$ cat config.mk
export PLATFORM = sky130hd
export DESIGN_NAME = freelist
export DESIGN_NICKNAME = d
export VERILOG_FILES = /design/src/rtl/freelist.sv
export SDC_FILE = /design/constraint.sdc
export NUM_CORES = 1
export LEC_CHECK = 0
export CORE_ASPECT_RATIO = 2
export CORE_MARGIN = 2
export CORE_UTILIZATION = 50
export DETAILED_ROUTE_END_ITERATION = 10
export GPL_TIMING_DRIVEN = 0
export PLACE_DENSITY = 0.73
export SLEW_MARGIN = 20
export SYNTH_ARGS = -nofsm -noshare
export SYNTH_HDL_FRONTEND = slang
export SYNTH_SLANG_ARGS = --single-unit
$ cat constraint.sdc
create_clock -name clk -period 8.2 [get_ports clk]
set_input_delay 2.46 -clock clk [delete_from_list [all_inputs] [get_ports clk]]
set_output_delay 2.46 -clock clk [all_outputs]
set_load 0.02 [all_outputs]
$ cat src/rtl/freelist.sv
// Physical-register free list with speculative and committed read pointers.
// Define FREELIST_CHECK_EN to add the in-list bitmap and sticky freelist_err.
module freelist #(
    parameter  int NUM_PREG = 64,
    parameter  int NUM_AREG = 32,
    localparam int DEPTH    = NUM_PREG - NUM_AREG,
    localparam int PW       = $clog2(NUM_PREG),
    localparam int IW       = $clog2(DEPTH),
    localparam int CW       = IW + 1
) (
    input  logic          clk,
    input  logic          rst_n,
    input  logic          alloc_en,
    output logic [PW-1:0] alloc_preg,
    input  logic          release_en,
    input  logic [PW-1:0] release_preg,
    input  logic          commit_alloc_en,
    input  logic          flush,
    output logic          freelist_empty,
    output logic [CW-1:0] free_count,
    output logic          freelist_err
);

    logic [PW-1:0] mem [DEPTH];
    logic [CW-1:0] head;
    logic [CW-1:0] commit_head;
    logic [CW-1:0] tail;
    logic [CW-1:0] head_next;
    logic [CW-1:0] commit_head_next;
    logic [CW-1:0] tail_next;
    logic          do_alloc;
    logic          do_write;

    assign free_count       = tail - head;
    assign freelist_empty   = (free_count == '0);
    assign alloc_preg       = mem[head[IW-1:0]];
    assign do_alloc         = alloc_en && !freelist_empty && !flush;
    assign commit_head_next = commit_head + CW'(commit_alloc_en);
    assign tail_next        = tail + CW'(do_write);
    assign head_next        = flush ? commit_head_next
                                    : head + CW'(do_alloc);

`ifdef FREELIST_CHECK_EN
    logic [NUM_PREG-1:0] in_list;
    logic [NUM_PREG-1:0] in_list_next;
    logic [CW-1:0]       span;
    logic [CW-1:0]       ptr;
    logic [PW-1:0]       entry;
    logic                rel_err;
    logic                err_q;

    assign rel_err = release_en &&
                     (in_list[release_preg] ||
                      release_preg == '0 ||
                      free_count == CW'(DEPTH));
    assign do_write     = release_en && !rel_err;
    assign freelist_err = err_q;
    assign span         = tail_next - commit_head_next;

    // Flush rebuilds membership from the committed head up to the new tail.
    always_comb begin
        in_list_next = in_list;
        ptr          = '0;
        entry        = '0;
        if (flush) begin
            in_list_next = '0;
            for (int i = 0; i < DEPTH; i++) begin
                ptr   = commit_head_next + CW'(i);
                entry = (do_write && ptr == tail) ? release_preg
                                                  : mem[ptr[IW-1:0]];
                if (CW'(i) < span) begin
                    in_list_next[entry] = 1'b1;
                end
            end
        end else begin
            if (do_alloc) begin
                in_list_next[alloc_preg] = 1'b0;
            end
            if (do_write) begin
                in_list_next[release_preg] = 1'b1;
            end
        end
    end

    always_ff @(posedge clk) begin
        if (!rst_n) begin
            err_q <= 1'b0;
            for (int i = 0; i < NUM_PREG; i++) begin
                in_list[i] <= (i >= NUM_AREG);
            end
        end else begin
            err_q   <= err_q | rel_err | (alloc_en && freelist_empty);
            in_list <= in_list_next;
        end
    end
`else
    assign do_write     = release_en;
    assign freelist_err = 1'b0;
`endif

    always_ff @(posedge clk) begin
        if (!rst_n) begin
            head        <= '0;
            commit_head <= '0;
            tail        <= CW'(DEPTH);
            for (int i = 0; i < DEPTH; i++) begin
                mem[i] <= PW'(NUM_AREG + i);
            end
        end else begin
            head        <= head_next;
            commit_head <= commit_head_next;
            tail        <= tail_next;
            if (do_write) begin
                mem[tail[IW-1:0]] <= release_preg;
            end
        end
    end

endmodule

==> results of run 1 <==
-- worst max-delay path, delay by kind of cell, from the launching register on --
family | cells | cell delay [ns]
buffers and inverters | 4 | 1.45
flip-flops | 1 | 0.56
adder cells (fa/ha/maj) | 1 | 0.28
AND/OR/NAND/NOR | 2 | 0.26
AO/OA/AOI/OAI | 2 | 0.42
-- metrics by stage --
stage	utilization, %	hold slack (ns)	power, mW
detailed placement	53.51	0.5270	1.509
finish	56.73	0.5505	2.420
floorplan	-	0.4871	1.392
global placement	53.51	0.5146	1.506
global route	56.73	0.5803	2.466
CTS	56.73	0.5567	2.409
-- area by class of cell --
class,instances,share of cell area [%]
inverter,15,0.5008
clock buffer,22,4.507
sequential,210,54.48
buffer,80,3.194
clock inverter,10,1.168
timing repair buffer,23,2.048
multi-input combinational,459,31.18
tap,262,2.916
-- power by group --
group / internal, mW / total [mW] / switching (mW)
combinational: 0.111 / 0.298 / 0.187
sequential: 1.18 / 1.19 / 0.00955
clock: 0.538 / 0.928 / 0.391
-- registers in the layout (all words and copies together) (netlist names) --
signal	flops
mem	192
commit_head	6
head	6
tail	6
-- logic make-up after synthesis --
group	Yosys count	synth area share, %
compound gates	85	5.392
other cells	1	0.03732
simple gates	284	15.39
buf+inv	95	4.135
fa+ha+maj	12	1.569
xor+xnor	14	1.220
mux	63	11.28
flops	210	60.97
-- routing by layer --
layer	GRT usage [%]	part of all wire [%]
met5	0	0
met4	21.67	8.7
met3	4.560	7.9
met2	50.92	53
met1	27.86	30
-- synth_stat cells --
cell type,number
a22oi_1,6
fa_1,1
a211oi_1,8
a31oi_1,1
clkbuf_1,63
buf_4,5
mux2_2,1
nor2b_1,1
and3_1,10
nand2_1,29
nor4_1,1
o21ai_0,35
nand3_1,14
o21a_1,1
inv_1,15
buf_2,7
buf_6,2
mux4_1,7
conb_1,1
ha_1,11
nand2b_1,3
buf_12,1
o2bb2ai_1,1
a22o_1,5
or3_1,93
mux4_2,31
and4_1,1
xor2_1,7
dfxtp_1,18
nor3_1,35
mux2i_1,24
o211a_1,1
a21oi_1,14
buf_1,2
nand4_1,1
o221ai_1,11
or3b_2,2
nor2_1,44
nand3b_1,4
o32a_1,1
xnor2_1,7
and2_1,45
a41oi_1,1
nor3b_1,1
edfxtp_1,192
-- worst max-delay path by stage --
stage                           to  cells past startpoint
floorplan           freelist_empty                      7
global route        freelist_empty                      9
CTS                 freelist_empty                      9
detailed placement      mem[20][3]                      6
finish              freelist_empty                      9
global placement        mem[20][3]                      6
==> results.cfg, run 1 <==
[status]
outcome = finished, final reports clean

[placed_design]
gp_congestion = 0.9267
post-dp-hpwl_um = 21130
place_inst = 1049
placed_area_sq_um = 10610
port_buffers = 23
pre_cts_slack_ns = 2.543

[setup_path]
startpoint = head[1]
r2r-end = head[5]
critPathLaunchType = flip-flop
reg2reg_depth = 13
timing.rr.start = head[1]
cp-end-kind = output pin
slowest_stage = clkdlybuf4s50_1
worstPathCellList = buf_2, buf_2, inv_1, ha_1, nand2b_1, a21oi_1, o32a_1, and4_1, clkdlybuf4s50_1
worst_ep_required_time_ns = 5.74
crit_path_frequent_cell = buf_2
cpPeakStageDelay_ns = 0.60
cp_max_fo = 10
rrSetupSlack_ns = 4.61
crit_type = reg2out
cp.arrival_ns = 3.47

[global_route]
grt_pass1_wl_um = 43240
antenna_found_initial = 0
grt-ovfl-total = 0
track_usage_pct = 27.90
grt_pass1_vias = 7209
grt_max_degree = 18

[clocking]
worstSkewPairLatency_ns = 0.49
clock_path_buffers = 3
cts_root_buffer = clkbuf_16
clock_sinks = 210
cts_tree = done
post_cts_buffers = 0
cts_hold_buffers = 0
cts_made_buffers = 18
htree_levels = 1
post_cts_resized = 0
clk_pin_slew_ns = 0.07

[floorplanning]
core_sq_um = 19820
start_util_pct = 50.69
rows = 73
die_area_sq_um = 21310
die_w_um = 104.2
die_h_um = 204.5
pin_count = 26

[route]
drt_iter0_drc = 739
first_pass_iters = 6
route.detailed.drc = 0
vias_per_cell = 6.413
ant_nets = 0
vias = 6932
routedWlPerCell_um = 26.91
wl_um = 29090

[synth]
ys_seq_area_share_pct = 60.97
synth.top_cell.area_share_pct = 57.38
ys_warn_count = 0
ys_seq_elements = 210
avgSynthCellArea_sq_um = 13.15
syn-num-nets = 788
synth_cell_types = 45
synth.area.top_cells = edfxtp_1 57%, mux4_2 6.9%, or3_1 5.8%, dfxtp_1 3.6%, and2_1 2.8%
netlist_instances = 764
synth_top_area_cell = edfxtp_1
syn-cell-area_sq_um = 10050

[min_path]
whs_path_depth = 2
min_to = commit_head[4]
min-delay-start = commit_head[4]
hold_class = reg2reg

[layout]
diodes = 0
drive_gt1_share_pct = 9.524
fin_area_sq_um = 11240
nFillCells = 1591
final_common_cell = edfxtp_1
fin_nets = 831
final_cells = 1081
multi_input_area_sq_um = 3506
syn2layout_area_growth_pct = 11.91
seqCellArea_sq_um = 6126
mostFrequentLayoutCells = 192 x edfxtp_1, 93 x or3_1, 64 x clkbuf_1, 45 x and2_1, 44 x nor2_1

[timing]
clock_skew_ns = 0.008998
drv_slew = 0
fmax_mhz = 168.6
fin_tns_setup_ns = 0
tightest_slew_ns = 1.155
postLayoutSetupSlackWorst_ns = 2.269
rsz0062_at_grt = no
fin_crit_ns = 5.931
min_period_over_period_pct = 72.32
finalSetupViolCount = 0
final_hold_viol_count = 0
slew_headroom_pct = 22.39

[power]
leakagePower_nw = 3.317
p_per_area_nw_per_um2 = 215.2
peakVddDrop_v = 0.0001108

[job]
maxCapViolCount = 0
(Power assumes the default switching activity.)
==> run 2, diff against run 1 <==
--- a/config.mk
+++ b/config.mk
@@ -10,7 +10,7 @@
 export CORE_UTILIZATION = 50
 export DETAILED_ROUTE_END_ITERATION = 10
 export GPL_TIMING_DRIVEN = 0
-export PLACE_DENSITY = 0.73
+export PLACE_DENSITY = 0.75
 export SLEW_MARGIN = 20
 export SYNTH_ARGS = -nofsm -noshare
 export SYNTH_HDL_FRONTEND = slang
==> constraint.sdc (replaced) <==
create_clock -name clk -period 4.8 [get_ports clk]
set_input_delay 1.44 -clock clk [delete_from_list [all_inputs] [get_ports clk]]
set_output_delay 1.44 -clock clk [all_outputs]
set_load 0.02 [all_outputs]
==> results.cfg, run 2 (synthesized netlist as in run 1, its figures left out) <==
[layout]
nFillCells = 1603
final_cells = 1081
seqCellArea_sq_um = 6127
largest_register_ffs = 192
fin_area_sq_um = 11210
multi_input_area_sq_um = 3526
syn2layout_area_growth_pct = 11.57
fin_nets = 832
drive_gt1_share_pct = 9.890
mostFrequentLayoutCells = 192 x edfxtp_1, 93 x or3_1, 66 x clkbuf_1, 45 x and2_1, 44 x nor2_1
largest_register = mem
final_common_cell = edfxtp_1
diodes = 0

[power]
leakagePower_nw = 3.289
peakVddDrop_v = 0.0001948
p_per_area_nw_per_um2 = 358.3
total_power_mw = 4.016

[placed_design]
gp_congestion = 0.9619
place_inst = 1049
placed_area_sq_um = 10610
post-dp-hpwl_um = 21520
port_buffers = 23

[global_route]
grt_max_degree = 18
grt_pass1_vias = 7130
track_usage_pct = 28.13
grt_pass1_wl_um = 43180
grt-ovfl-total = 0
antenna_found_initial = 1

[floorplanning]
die_w_um = 104.2
die_area_sq_um = 21310
start_util_pct = 50.69
core_sq_um = 19820
rows = 73
pin_count = 26
die_h_um = 204.5

[timing]
finalSetupViolCount = 0
holdWs_ns = 0.5380
final_hold_viol_count = 0
fin_crit_ns = 4.751
slew_headroom_pct = 22.09
min_period_over_period_pct = 98.98
tightest_slew_ns = 1.156
fmax_mhz = 210.5
fin_tns_setup_ns = 0
clock_skew_ns = 0.01168
drv_slew = 0

[route]
route.detailed.drc = 0
routedWlPerCell_um = 27.46
wl_um = 29680
vias = 6948
ant_nets = 0
vias_per_cell = 6.427
first_pass_iters = 6
drt_iter0_drc = 733

[setup_path]
worst_ep_required_time_ns = 3.36
cp_max_fo = 10
crit_type = reg2out
startpoint = head[2]
timing.rr.start = head[2]
critPathLaunchType = flip-flop
cp.arrival_ns = 3.31
cp-end-kind = output pin

[min_path]
hold_class = reg2reg
min-delay-start = tail[5]

[clocking]
cts_tree = done
clock_sinks = 210
clk_pin_slew_ns = 0.07
cts_root_buffer = clkbuf_16
worstSkewPairLatency_ns = 0.50
htree_levels = 1
cts_made_buffers = 19
clock_path_buffers = 3

[job]
maxCapViolCount = 0

[status]
outcome = finished, final reports clean
==> run 2: cell type report <==
type | count | share of cell area (%)
Sequential cell | 210 | 54.66
Tap cell | 262 | 2.924
Clock inverter | 10 | 0.7813
Multi-Input combinational cell | 459 | 31.45
Buffer | 80 | 3.282
Timing Repair Buffer | 23 | 2.054
Clock buffer | 22 | 4.342
Inverter | 15 | 0.5023
==> run 2: worst max-delay path, cell delays in order, from the launching register on <==
cell and delay, ns:
dfxtp_1 0.31, clkbuf_1 0.41, inv_1 0.19, nor2_1 0.29, clkbuf_1 0.51, a211oi_2 0.20, a21oi_1 0.24, clkdlybuf4s50_1 0.64
==> run 2: per-layer routing <==
| layer | vias up | wire length (um) | global-route usage, % |
|---|---|---|---|
| li1 | 2965 | - | - |
| met1 | 3378 | 8863 | 26.38 |
| met2 | 461 | 16090 | 52.84 |
| met3 | 142 | 2103 | 4.560 |
| met4 | 2 | 2609 | 22.64 |
| met5 | - | 18 | 0 |
==> run 2: through the flow <==
step                      setup WS [ns]  util (%)
after floorplan                   1.242         -
after global placement           0.1691     53.51
after detailed placement         0.1389     53.51
after CTS                      0.009301     56.45
after global routing          -0.001420     56.56
final                           0.04900     56.56
==> run 2: power by group <==
| part | internal, mW | switching, mW |
|---|---|---|
| sequential | 2.02 | 0.0161 |
| combinational | 0.192 | 0.313 |
| clock | 0.789 | 0.683 |
==> run 2: worst paths after layout <==
check	cells after the start	slack (ns)	end
min reg2reg	2	0.54	tail[5]
min	2	0.54	tail[5]
max reg2reg	12	1.35	head[5]
max	7	0.05	alloc_preg[3]
==> run 2: what timing repair did <==
item                                    4_1_cts  5_1_grt
hold buffers                                  0        0
endpoints found under the setup margin        2        5
gates resized for setup                       3        5
setup buffers                                 0        0
